===== src/rtl/mem_pkg.sv =====
// Shared constants for the data-memory load/store controller:
// RV32I width codes, FSM state encoding and byte-enable patterns.
package mem_pkg;

    // RV32I load/store width codes (func3)
    localparam logic [2:0] F3_B  = 3'b000;
    localparam logic [2:0] F3_H  = 3'b001;
    localparam logic [2:0] F3_W  = 3'b010;
    localparam logic [2:0] F3_BU = 3'b100;
    localparam logic [2:0] F3_HU = 3'b101;

    // Access size is carried in func3[1:0]; bit 2 selects zero extension
    localparam logic [1:0] SZ_B = 2'b00;
    localparam logic [1:0] SZ_H = 2'b01;
    localparam logic [1:0] SZ_W = 2'b10;

    // Controller states
    typedef enum logic [1:0] {
        IDLE = 2'd0,
        REQ  = 2'd1,
        RESP = 2'd2
    } state_t;

    // Byte-enable patterns (byte pattern is shifted by the address offset)
    localparam logic [3:0] BE_B    = 4'b0001;
    localparam logic [3:0] BE_H_LO = 4'b0011;
    localparam logic [3:0] BE_H_HI = 4'b1100;
    localparam logic [3:0] BE_W    = 4'b1111;

    // Undefined codes are 011/110/111; unsigned variants make no sense on a store
    function automatic logic f3_illegal(input logic [2:0] f3, input logic is_store);
        return (f3[1:0] == 2'b11) || (f3[2] && (is_store || f3[1]));
    endfunction

endpackage


===== src/rtl/mem_align.sv =====
// Combinational lane logic: byte enables, store-data replication,
// alignment/encoding fault detection and load-data extraction.
module mem_align
    import mem_pkg::*;
(
    input  logic [2:0]  func3,
    input  logic [1:0]  addr_lo,
    input  logic        is_store,
    input  logic [31:0] wdata,
    input  logic [31:0] rdata,
    output logic [3:0]  be,
    output logic [31:0] wdata_lane,
    output logic        fault,
    output logic [31:0] rdata_ext
);

    logic [1:0]  size;
    logic        misaligned;
    logic        sign_ext;
    logic [31:0] shifted;

    assign size     = func3[1:0];
    assign sign_ext = ~func3[2];

    // Halfwords need an even address, words a 4-byte aligned one
    assign misaligned = ((size == SZ_H) && addr_lo[0]) ||
                        ((size == SZ_W) && (addr_lo != 2'b00));
    assign fault      = f3_illegal(func3, is_store) || misaligned;

    // Byte-enable pattern for the addressed lanes
    always_comb begin
        be = BE_W;
        case (size)
            SZ_B:    be = BE_B << addr_lo;
            SZ_H:    be = addr_lo[1] ? BE_H_HI : BE_H_LO;
            default: be = BE_W;
        endcase
    end

    // Store data is replicated so the addressed lanes always carry it
    genvar gi;
    generate
        for (gi = 0; gi < 4; gi++) begin : g_lane
            assign wdata_lane[gi*8 +: 8] =
                (size == SZ_B) ? wdata[7:0] :
                (size == SZ_H) ? wdata[(gi % 2)*8 +: 8] :
                                 wdata[gi*8 +: 8];
        end
    endgenerate

    // Bring the addressed byte/half down to bit 0; aligned words shift by zero
    assign shifted = rdata >> {addr_lo, 3'b000};

    // Sign- or zero-extend the selected field
    always_comb begin
        rdata_ext = shifted;
        case (size)
            SZ_B:    rdata_ext = {{24{sign_ext & shifted[7]}},  shifted[7:0]};
            SZ_H:    rdata_ext = {{16{sign_ext & shifted[15]}}, shifted[15:0]};
            default: rdata_ext = shifted;
        endcase
    end

endmodule


===== src/rtl/data_mem_ctrl.sv =====
// Load/store controller: latches one core request, drives a registered
// req/ack bus transaction with a watchdog, returns extended load data.
module data_mem_ctrl
    import mem_pkg::*;
#(
    parameter int TIMEOUT_CYCLES = 16
) (
    input  logic        clk,
    input  logic        reset,
    input  logic        core_rd,
    input  logic        core_wr,
    input  logic [2:0]  core_func3,
    input  logic [31:0] core_addr,
    input  logic [31:0] core_wdata,
    output logic [31:0] core_rdata,
    output logic        core_ready,
    output logic        core_err,
    output logic        busy,
    output logic        bus_req,
    output logic        bus_we,
    output logic [29:0] bus_addr,
    output logic [3:0]  bus_be,
    output logic [31:0] bus_wdata,
    input  logic [31:0] bus_rdata,
    input  logic        bus_ack
);

    // Counter wide enough to hold TIMEOUT_CYCLES-1 and still saturate cleanly
    localparam int          CW       = $clog2(TIMEOUT_CYCLES + 2);
    localparam bit          WD_EN    = (TIMEOUT_CYCLES != 0);
    localparam logic [CW-1:0] CNT_LAST = CW'((TIMEOUT_CYCLES > 0) ? TIMEOUT_CYCLES - 1 : 0);
    localparam logic [CW-1:0] CNT_MAX  = {CW{1'b1}};

    state_t        state_reg,     state_next;
    logic [2:0]    func3_reg,     func3_next;
    logic [1:0]    addr_lo_reg,   addr_lo_next;
    logic          err_reg,       err_next;
    logic          bus_req_reg,   bus_req_next;
    logic          bus_we_reg,    bus_we_next;
    logic [29:0]   bus_addr_reg,  bus_addr_next;
    logic [3:0]    bus_be_reg,    bus_be_next;
    logic [31:0]   bus_wdata_reg, bus_wdata_next;
    logic [31:0]   rdata_reg,     rdata_next;
    logic [CW-1:0] cnt_reg,       cnt_next;

    logic          is_idle;
    logic [2:0]    al_func3;
    logic [1:0]    al_addr_lo;
    logic          al_store;
    logic [3:0]    al_be;
    logic [31:0]   al_wdata;
    logic          al_fault;
    logic [31:0]   al_rdata;
    logic          wd_expire;

    assign is_idle = (state_reg == IDLE);

    // In IDLE the lane logic looks at the live request; afterwards at the latched one
    assign al_func3   = is_idle ? core_func3      : func3_reg;
    assign al_addr_lo = is_idle ? core_addr[1:0]  : addr_lo_reg;
    assign al_store   = is_idle ? core_wr         : bus_we_reg;

    mem_align u_align (
        .func3      (al_func3),
        .addr_lo    (al_addr_lo),
        .is_store   (al_store),
        .wdata      (core_wdata),
        .rdata      (bus_rdata),
        .be         (al_be),
        .wdata_lane (al_wdata),
        .fault      (al_fault),
        .rdata_ext  (al_rdata)
    );

    // Watchdog fires on the last permitted REQ cycle
    assign wd_expire = WD_EN && (cnt_reg == CNT_LAST);

    // Next-state and next-register logic
    always_comb begin
        state_next     = state_reg;
        func3_next     = func3_reg;
        addr_lo_next   = addr_lo_reg;
        err_next       = err_reg;
        bus_req_next   = bus_req_reg;
        bus_we_next    = bus_we_reg;
        bus_addr_next  = bus_addr_reg;
        bus_be_next    = bus_be_reg;
        bus_wdata_next = bus_wdata_reg;
        rdata_next     = rdata_reg;
        cnt_next       = cnt_reg;
        case (state_reg)
            IDLE: begin
                if (core_rd || core_wr) begin
                    func3_next   = core_func3;
                    addr_lo_next = core_addr[1:0];
                    if ((core_rd && core_wr) || al_fault) begin
                        err_next   = 1'b1;
                        state_next = RESP;
                    end else begin
                        err_next       = 1'b0;
                        state_next     = REQ;
                        bus_req_next   = 1'b1;
                        bus_we_next    = core_wr;
                        bus_addr_next  = core_addr[31:2];
                        bus_be_next    = al_be;
                        bus_wdata_next = al_wdata;
                        cnt_next       = '0;
                    end
                end
            end
            REQ: begin
                // An ack on the final watchdog cycle still completes the access
                if (bus_ack) begin
                    bus_req_next = 1'b0;
                    state_next   = RESP;
                    if (!bus_we_reg) begin
                        rdata_next = al_rdata;
                    end
                end else if (wd_expire) begin
                    bus_req_next = 1'b0;
                    err_next     = 1'b1;
                    state_next   = RESP;
                end else if (cnt_reg != CNT_MAX) begin
                    cnt_next = cnt_reg + 1'b1;
                end
            end
            RESP: begin
                state_next = IDLE;
            end
            default: begin
                state_next   = IDLE;
                bus_req_next = 1'b0;
            end
        endcase
    end

    // State and datapath registers
    always_ff @(posedge clk or negedge reset) begin
        if (!reset) begin
            state_reg     <= IDLE;
            func3_reg     <= '0;
            addr_lo_reg   <= '0;
            err_reg       <= 1'b0;
            bus_req_reg   <= 1'b0;
            bus_we_reg    <= 1'b0;
            bus_addr_reg  <= '0;
            bus_be_reg    <= '0;
            bus_wdata_reg <= '0;
            rdata_reg     <= '0;
            cnt_reg       <= '0;
        end else begin
            state_reg     <= state_next;
            func3_reg     <= func3_next;
            addr_lo_reg   <= addr_lo_next;
            err_reg       <= err_next;
            bus_req_reg   <= bus_req_next;
            bus_we_reg    <= bus_we_next;
            bus_addr_reg  <= bus_addr_next;
            bus_be_reg    <= bus_be_next;
            bus_wdata_reg <= bus_wdata_next;
            rdata_reg     <= rdata_next;
            cnt_reg       <= cnt_next;
        end
    end

    assign busy       = !is_idle;
    assign core_ready = (state_reg == RESP);
    assign core_err   = core_ready && err_reg;
    assign core_rdata = rdata_reg;
    assign bus_req    = bus_req_reg;
    assign bus_we     = bus_we_reg;
    assign bus_addr   = bus_addr_reg;
    assign bus_be     = bus_be_reg;
    assign bus_wdata  = bus_wdata_reg;

endmodule


===== config.mk =====
export PLATFORM = sky130hd
export DESIGN_NAME = data_mem_ctrl
export DESIGN_NICKNAME = d
export VERILOG_FILES = /design/src/rtl/mem_pkg.sv /design/src/rtl/mem_align.sv /design/src/rtl/data_mem_ctrl.sv
export SDC_FILE = /design/constraint.sdc
export NUM_CORES = 1
export LEC_CHECK = 0
export ABC_AREA = 1
export CELL_PAD_IN_SITES_DETAIL_PLACEMENT = 1
export CELL_PAD_IN_SITES_GLOBAL_PLACEMENT = 1
export CORE_ASPECT_RATIO = 0.8
export CORE_MARGIN = 1
export CORE_UTILIZATION = 34
export DETAILED_ROUTE_END_ITERATION = 8
export GPL_TIMING_DRIVEN = 0
export PLACE_DENSITY = 0.92
export SYNTH_ARGS = -nofsm -noshare
export SYNTH_HDL_FRONTEND = slang
export SYNTH_SLANG_ARGS = --single-unit

===== constraint.sdc =====
create_clock -name clk -period 3.5 [get_ports clk]
set_input_delay 0.7 -clock clk [delete_from_list [all_inputs] [get_ports clk]]
set_output_delay 0.7 -clock clk [all_outputs]
set_load 0.01 [all_outputs]

# [Yosys cells after proc, flatten, opt, wreduce, memory -nomap -nowiden]
# Cells that the tools add are included.
# W data, S select, Z words.
[op_classes] n_mux=32 reduce_logical=23 n_addsub=1 shift=2 n_bitwise=6 n_eq_ne=14
[op_table] op="$pmux W32 S2" n=1
[op_table] op="$mux W8" n=5
[op_table] op="$shr A32 B5 Y32" n=1
[op_table] op="$mux W5" n=5
[op_table] op="$mux W2" n=5
[op_table] op="$ne A2 B2 Y1 const B" n=5
[op_table] op="$pmux W5 S2" n=1
[op_table] op="$mux W1" n=9
[op_table] op="$pmux W4 S2" n=1
[op_table] op="$reduce_and A4 Y1" n=2
[op_table] op="$eq A2 B2 Y1 const B" n=3
[op_table] op="$logic_or A1 B1 Y1" n=6
[op_table] op="$reduce_and A3 Y1" n=2
[op_table] op="$reduce_and A6 Y1" n=1
[op_table] op="$add A5 B1 Y5 const B" n=1
[op_table] op="$eq A5 B4 Y1 const B" n=1
[op_table] op="$logic_and A1 B1 Y1" n=5
[op_table] op="$ne A5 B5 Y1 const B" n=1
[op_table] op="$eq A2 B1 Y1 const B" n=2
[op_table] op="$logic_not A2 Y1" n=2
[op_table] op="$mux W4" n=1
[op_table] op="$not A1 Y1" n=4
[op_table] op="$pmux W2 S2" n=1
[op_table] op="$reduce_and A2 Y1" n=2
[op_table] op="other kinds (9)" n=11
[totals] inputBits=104 register_bits=113 wordCells=89 output_inout_bits=103

# [Depth between registers and ports, before layout]
[logic_depth] ltp_word=10 mapped_depth=13 depth_no_buf=12

# [By module]
# Synthesis repeated with hierarchy kept, for this count alone.
[hier_totals] cells_unflattened=791 area_unflattened_um2=6165.9
[by_module_without_submodules] module="data_mem_ctrl" seq_area_each_um2=2827.7 area_each_um2=4914.7 instances=1 cells_per_inst=541
[by_module_without_submodules] module="mem_align" seq_area_each_um2=0.0 area_each_um2=1251.2 instances=1 cells_per_inst=250

# [Least setup slack after synthesis]
# Ideal clock, no wire load.
[synth_path] path_kind="in2reg" from="input core_addr[1]" to="register rdata_reg[18], in the netlist core_rdata[18]" n_path_buf=2 cell_stages=10 setup_time_ps=113 arrival_time_ps=1668 required_time_ps=3387 path_slack_ps=1720 path_cell_list="nand2_1 nand2_2 inv_1 clkbuf_1 nand2_1 nand3_2 buf_4 nand3_1 nand2_1 inv_1"
[synth_between] elab_chain_len=4 elab_cells_between_ends=5 classes_between="shift (1); mux (2); bitwise (2)"
[synth_lines] element="from (decl)" line_no="data_mem_ctrl.sv:13" source="input logic [31:0] core_addr,"
[synth_lines] element="$mux W2 (*)" line_no="data_mem_ctrl.sv:60" source="assign al_addr_lo = is_idle ? core_addr[1:0] : addr_lo_reg;"
[synth_lines] element="$shr A32 B5 Y32 (*)" line_no="mem_align.sv:52" source="assign shifted = rdata >> {addr_lo, 3'b000};"
[synth_lines] element="$and A1 B1 Y1 (on tied branches)" line_no="mem_align.sv:59, mem_align.sv:58"
[synth_lines] element="$pmux W32 S2 (*)" line_no="mem_align.sv:57" source="case (size)"
[synth_lines] element="to (signal assigned)" line_no="data_mem_ctrl.sv:161" source="rdata_reg <= rdata_next;"
[synth_lines] element="to (decl)" line_no="data_mem_ctrl.sv:43" source="logic [31:0] rdata_reg, rdata_next;"
# Mark *: on every way between the ends. The rest lies on a longest branch, timed or not.
# A chain may end at the register's enable or synchronous reset.

# [Final worst setup path]
[layout_path] from="register state_reg[1]" to="output core_err"
[layout_between] elab_chain_len=2
[layout_lines] element="from (decl)" line_no="data_mem_ctrl.sv:34" source="state_t state_reg, state_next;"
[layout_lines] element="from (signal assigned)" line_no="data_mem_ctrl.sv:152" source="state_reg <= state_next;"
[layout_lines] element="$eq A2 B2 Y1" line_no="data_mem_ctrl.sv:167" source="assign core_ready = (state_reg == RESP);"
[layout_lines] element="$logic_and A1 B1 Y1" line_no="data_mem_ctrl.sv:168" source="assign core_err = core_ready && err_reg;"
[layout_lines] element="to (decl)" line_no="data_mem_ctrl.sv:17" source="output logic core_err,"
# No other way between the ends.

==> key figures <==
Status
  – Status: completed

Drt
  – DRT antenna net count: 0
  – DRC: 0
  – Wirelength per Cell: 16.3 um
  – Iter 0 DRT Violations: 377
  – Detail Route met3 WL: 1250 um
  – Met1 WL: 9150 um
  – Vias per inst: 4.83
  – DR vias: 5955
  – Uppermost layer routed: met4
  – Final WL: 20200 um
  – Initial DRT Pass Iterations: 5
  – WL met2: 9370 um

Critical path
  – FF-to-FF End: core_rdata[10]$_DFFE_PN0P_
  – Setup crit start kind: flop
  – Critical path class: reg2out
  – Number of buffers and inverters on the critical path: 2
  – CP Capture Type: output pin
  – R2r worst-path depth: 11
  – Max incr delay on CP: 0.58 ns
  – Delay-heaviest family, CP: buffers and inverters
  – Critical Path Slowest Stage Cell: clkdlybuf4s50_1
  – CP Cell Sequence: inv_2 -> nor3_1 -> clkdlybuf4s50_1
  – Reg-to-reg critical path startpoint: state_reg[0]$_DFFE_PN0P_
  – Crit path max fanout: 5
  – Arr. time, crit path: 1.83 ns
  – Critical Path RT: 2.80 ns
  – Worst R2R Setup Slack: 1.39 ns

Pwr
  – Switch Pwr: 3.49 mW
  – VDD IR max: 399 uV
  – Sequential power share: 26.9%
  – Power share of the combinational group: 53.0%
  – Static Leak: 4.38 nW
  – Clock power share: 20.2%
  – Switching part of the total: 41.3%
  – P_int: 4.96 mW
  – Power per standard cell area: 982 nW/um^2

Logic synthesis
  – Yosys top cell area share: 49.8%
  – Seq cells post-synth: 113
  – Syn nets: 891
  – Seq/Total Area, Yosys: 49.8%
  – Top cells by area, synth: dfrtp_1 50%, nand2_1 28%, nor2_1 3.4%
  – Synth area leader: dfrtp_1
  – Top_reg_cell synth: dfrtp_1
  – FFs w/ async S/R, synth: 100%
  – Syn Inst Count: 784
  – Synthesized area per cell: 7.24 um^2
  – Cell variety after synth: 22
  – Synth Warn #: 0
  – Synth Cell Area: 5680 um^2
  – Post-synth EDFFs: 0

Clock tree
  – Clk pin slew, worst setup/hold paths: 0.05 ns
  – Post-cts resize count: 0
  – Post-CTS Setup Bufs: 0
  – Worst-skew pair later-pin latency: 0.42 ns
  – Total clock sinks: 113
  – CTS Root Buffer Type: clkbuf_16
  – CTS tree: yes
  – H-Tree Depth: 4
  – TritonCTS Buffers: 17
  – Clk buf depth: 2
  – CTS Hold Buffers Added: 0

Place
  – Inst Count DP: 1206
  – Port Buffers: 206
  – RD Place Congestion: 0.859
  – DP Wirelength: 14900 um

STA
  – Final min period: 2.53 ns
  – Final Hold Viols: 0
  – Final Cycle Share: 72.2%
  – Fin Setup TNS: 0 ns
  – Max frequency: 396 MHz
  – Worst-Margin Slew: 0.583 ns
  – RSZ-0062 raised after global routing: false
  – Final setup fails: 0
  – Rel. slew slack: 61.0%
  – Clock Skews: 0.0117 ns
  – Max-slew violations: 0

GRT
  – GRT Util Overall: 24.5%
  – Pin count of the biggest net entering global routing: 64
  – Vias in the first global route: 6380
  – Initial antenna violation count: 0
  – Gr ovfl total: 0
  – First-pass GRT wire length: 32800 um

Layout
  – Ratio of cells with drive above 1 in the final layout: 9.13%
  – Layout Cells excl Fill: 1234
  – Number of antenna diodes: 0
  – Area grow syn2layout: 51.5%
  – Net count, final: 1117

Floorplan
  – I/O pin total: 207
  – Initial core utilization: 35.4%
  – Core area: 16100 um^2
  – Die width: 146 um
  – Die area: 17200 um^2
  – Cell Rows: 41
  – Chip Height: 118 um

Run
  – Number of max-cap violations: 0

Min path
  – Hold Crit Class: in2async
==> power by group through the flow <==
| stage | clock network [mW] | logic, mW | registers [mW] |
|---|---|---|---|
| floorplan | 0 | 2.16 | 2.49 |
| global placement | 0 | 4.30 | 2.26 |
| detailed placement | 0 | 4.45 | 2.28 |
| CTS | 1.73 | 4.53 | 2.28 |
| global route | 1.78 | 4.97 | 2.34 |
| finish | 1.70 | 4.47 | 2.27 |
==> synthesized netlist by cell type (2+ instances only) <==
library cell / instances
nand2_1: 419
dfrtp_1: 113
nor2_1: 52
inv_1: 39
nand3_1: 35
a21oi_1: 17
or2_2: 16
o21ai_1: 15
buf_2: 14
o21ai_0: 13
buf_4: 11
a41oi_1: 7
clkbuf_1: 7
inv_2: 7
nand2_2: 4
nor2_2: 4
ha_1: 3
nor2_4: 3
nand3_2: 2
==> cell families after synthesis <==
group                      after synthesis  share of synthesized area (%)
buffers and inverters                   79                           6.39
DFF                                    113                           49.8
AOI/OAI and AO/OA                       52                           5.05
adders and majority gates                3                          0.661
and+or+nand+nor                        537                           38.1
==> layout by cell type (no fill, tap or decap), drive strengths merged <==
| cell | instances |
|---|---|
| nand2 | 424 |
| clkdlybuf4s50 | 205 |
| dfrtp | 113 |
| nor2 | 59 |
| inv | 46 |
| nand3 | 37 |
| clkbuf | 28 |
| o21ai | 28 |
| buf | 28 |
| a21oi | 17 |
| or2 | 16 |
| a41oi | 7 |
| clkinv | 5 |
| ha | 3 |
| bufinv | 2 |
| nor3 | 1 |
==> routing by layer <==
layer / global-route usage (%) / vias to the layer above
met2: 39.6 / 185
met3: 6.82 / 37
li1: - / 2863
met4: 7.88 / 0
met1: 31.5 / 2870
met5: 0 / -
==> through the flow <==
step           setup slack, ns  util, %  cell area, um^2  hold slack (ns)  total power, mW
4_1_cts                  0.947     53.6             8600            0.233             8.53
2_1_floorplan             1.72        -             5680            0.404             4.65
3_3_place_gp             -2.84     49.9             8010            0.455             6.56
6_report                 0.972     53.6             8600            0.231             8.45
3_5_place_dp             0.833     50.1             8040            0.459             6.73
5_1_grt                  0.914     53.6             8600            0.263             9.09
==> area by class of cell <==
class | count | area, um^2
Clock inverter | 7 | 85.1
Buffer | 33 | 190
Tap cell | 215 | 269
Clock buffer | 21 | 480
Sequential cell | 113 | 2830
Fill cell | 1983 | 7450
Inverter | 46 | 173
Timing Repair Buffer | 207 | 2090
Multi-Input combinational cell | 592 | 2490
==> how the worst max path moves through the flow <==
stage | from | endpoint | slack, ns | cells after the start
after detailed placement | core_addr[1] | core_rdata[24]$_DFFE_PN0P_ | 0.83 | 11
after CTS | state_reg[1]$_DFFE_PN0P_ | core_err | 0.95 | 3
final | state_reg[1]$_DFFE_PN0P_ | core_err | 0.97 | 3
after global routing | state_reg[1]$_DFFE_PN0P_ | core_err | 0.91 | 3
after floorplan | core_addr[1] | core_rdata[18]$_DFFE_PN0P_ | 1.72 | 10
after global placement | reset | bus_addr[10]$_DFFE_PN0P_ | -2.84 | 1
==> worst register-to-register path, cell delays in order (launching register included) <==
cell	delay, ns
dfrtp_1	0.46
nor2_4	0.25
nand2_1	0.09
nand2_2	0.18
inv_1	0.07
clkbuf_1	0.22
nand2_1	0.17
nand3_2	0.15
buf_4	0.22
nand2_1	0.09
nand2_1	0.07
nand2_1	0.07
Power figures use the tool's default switching activity.
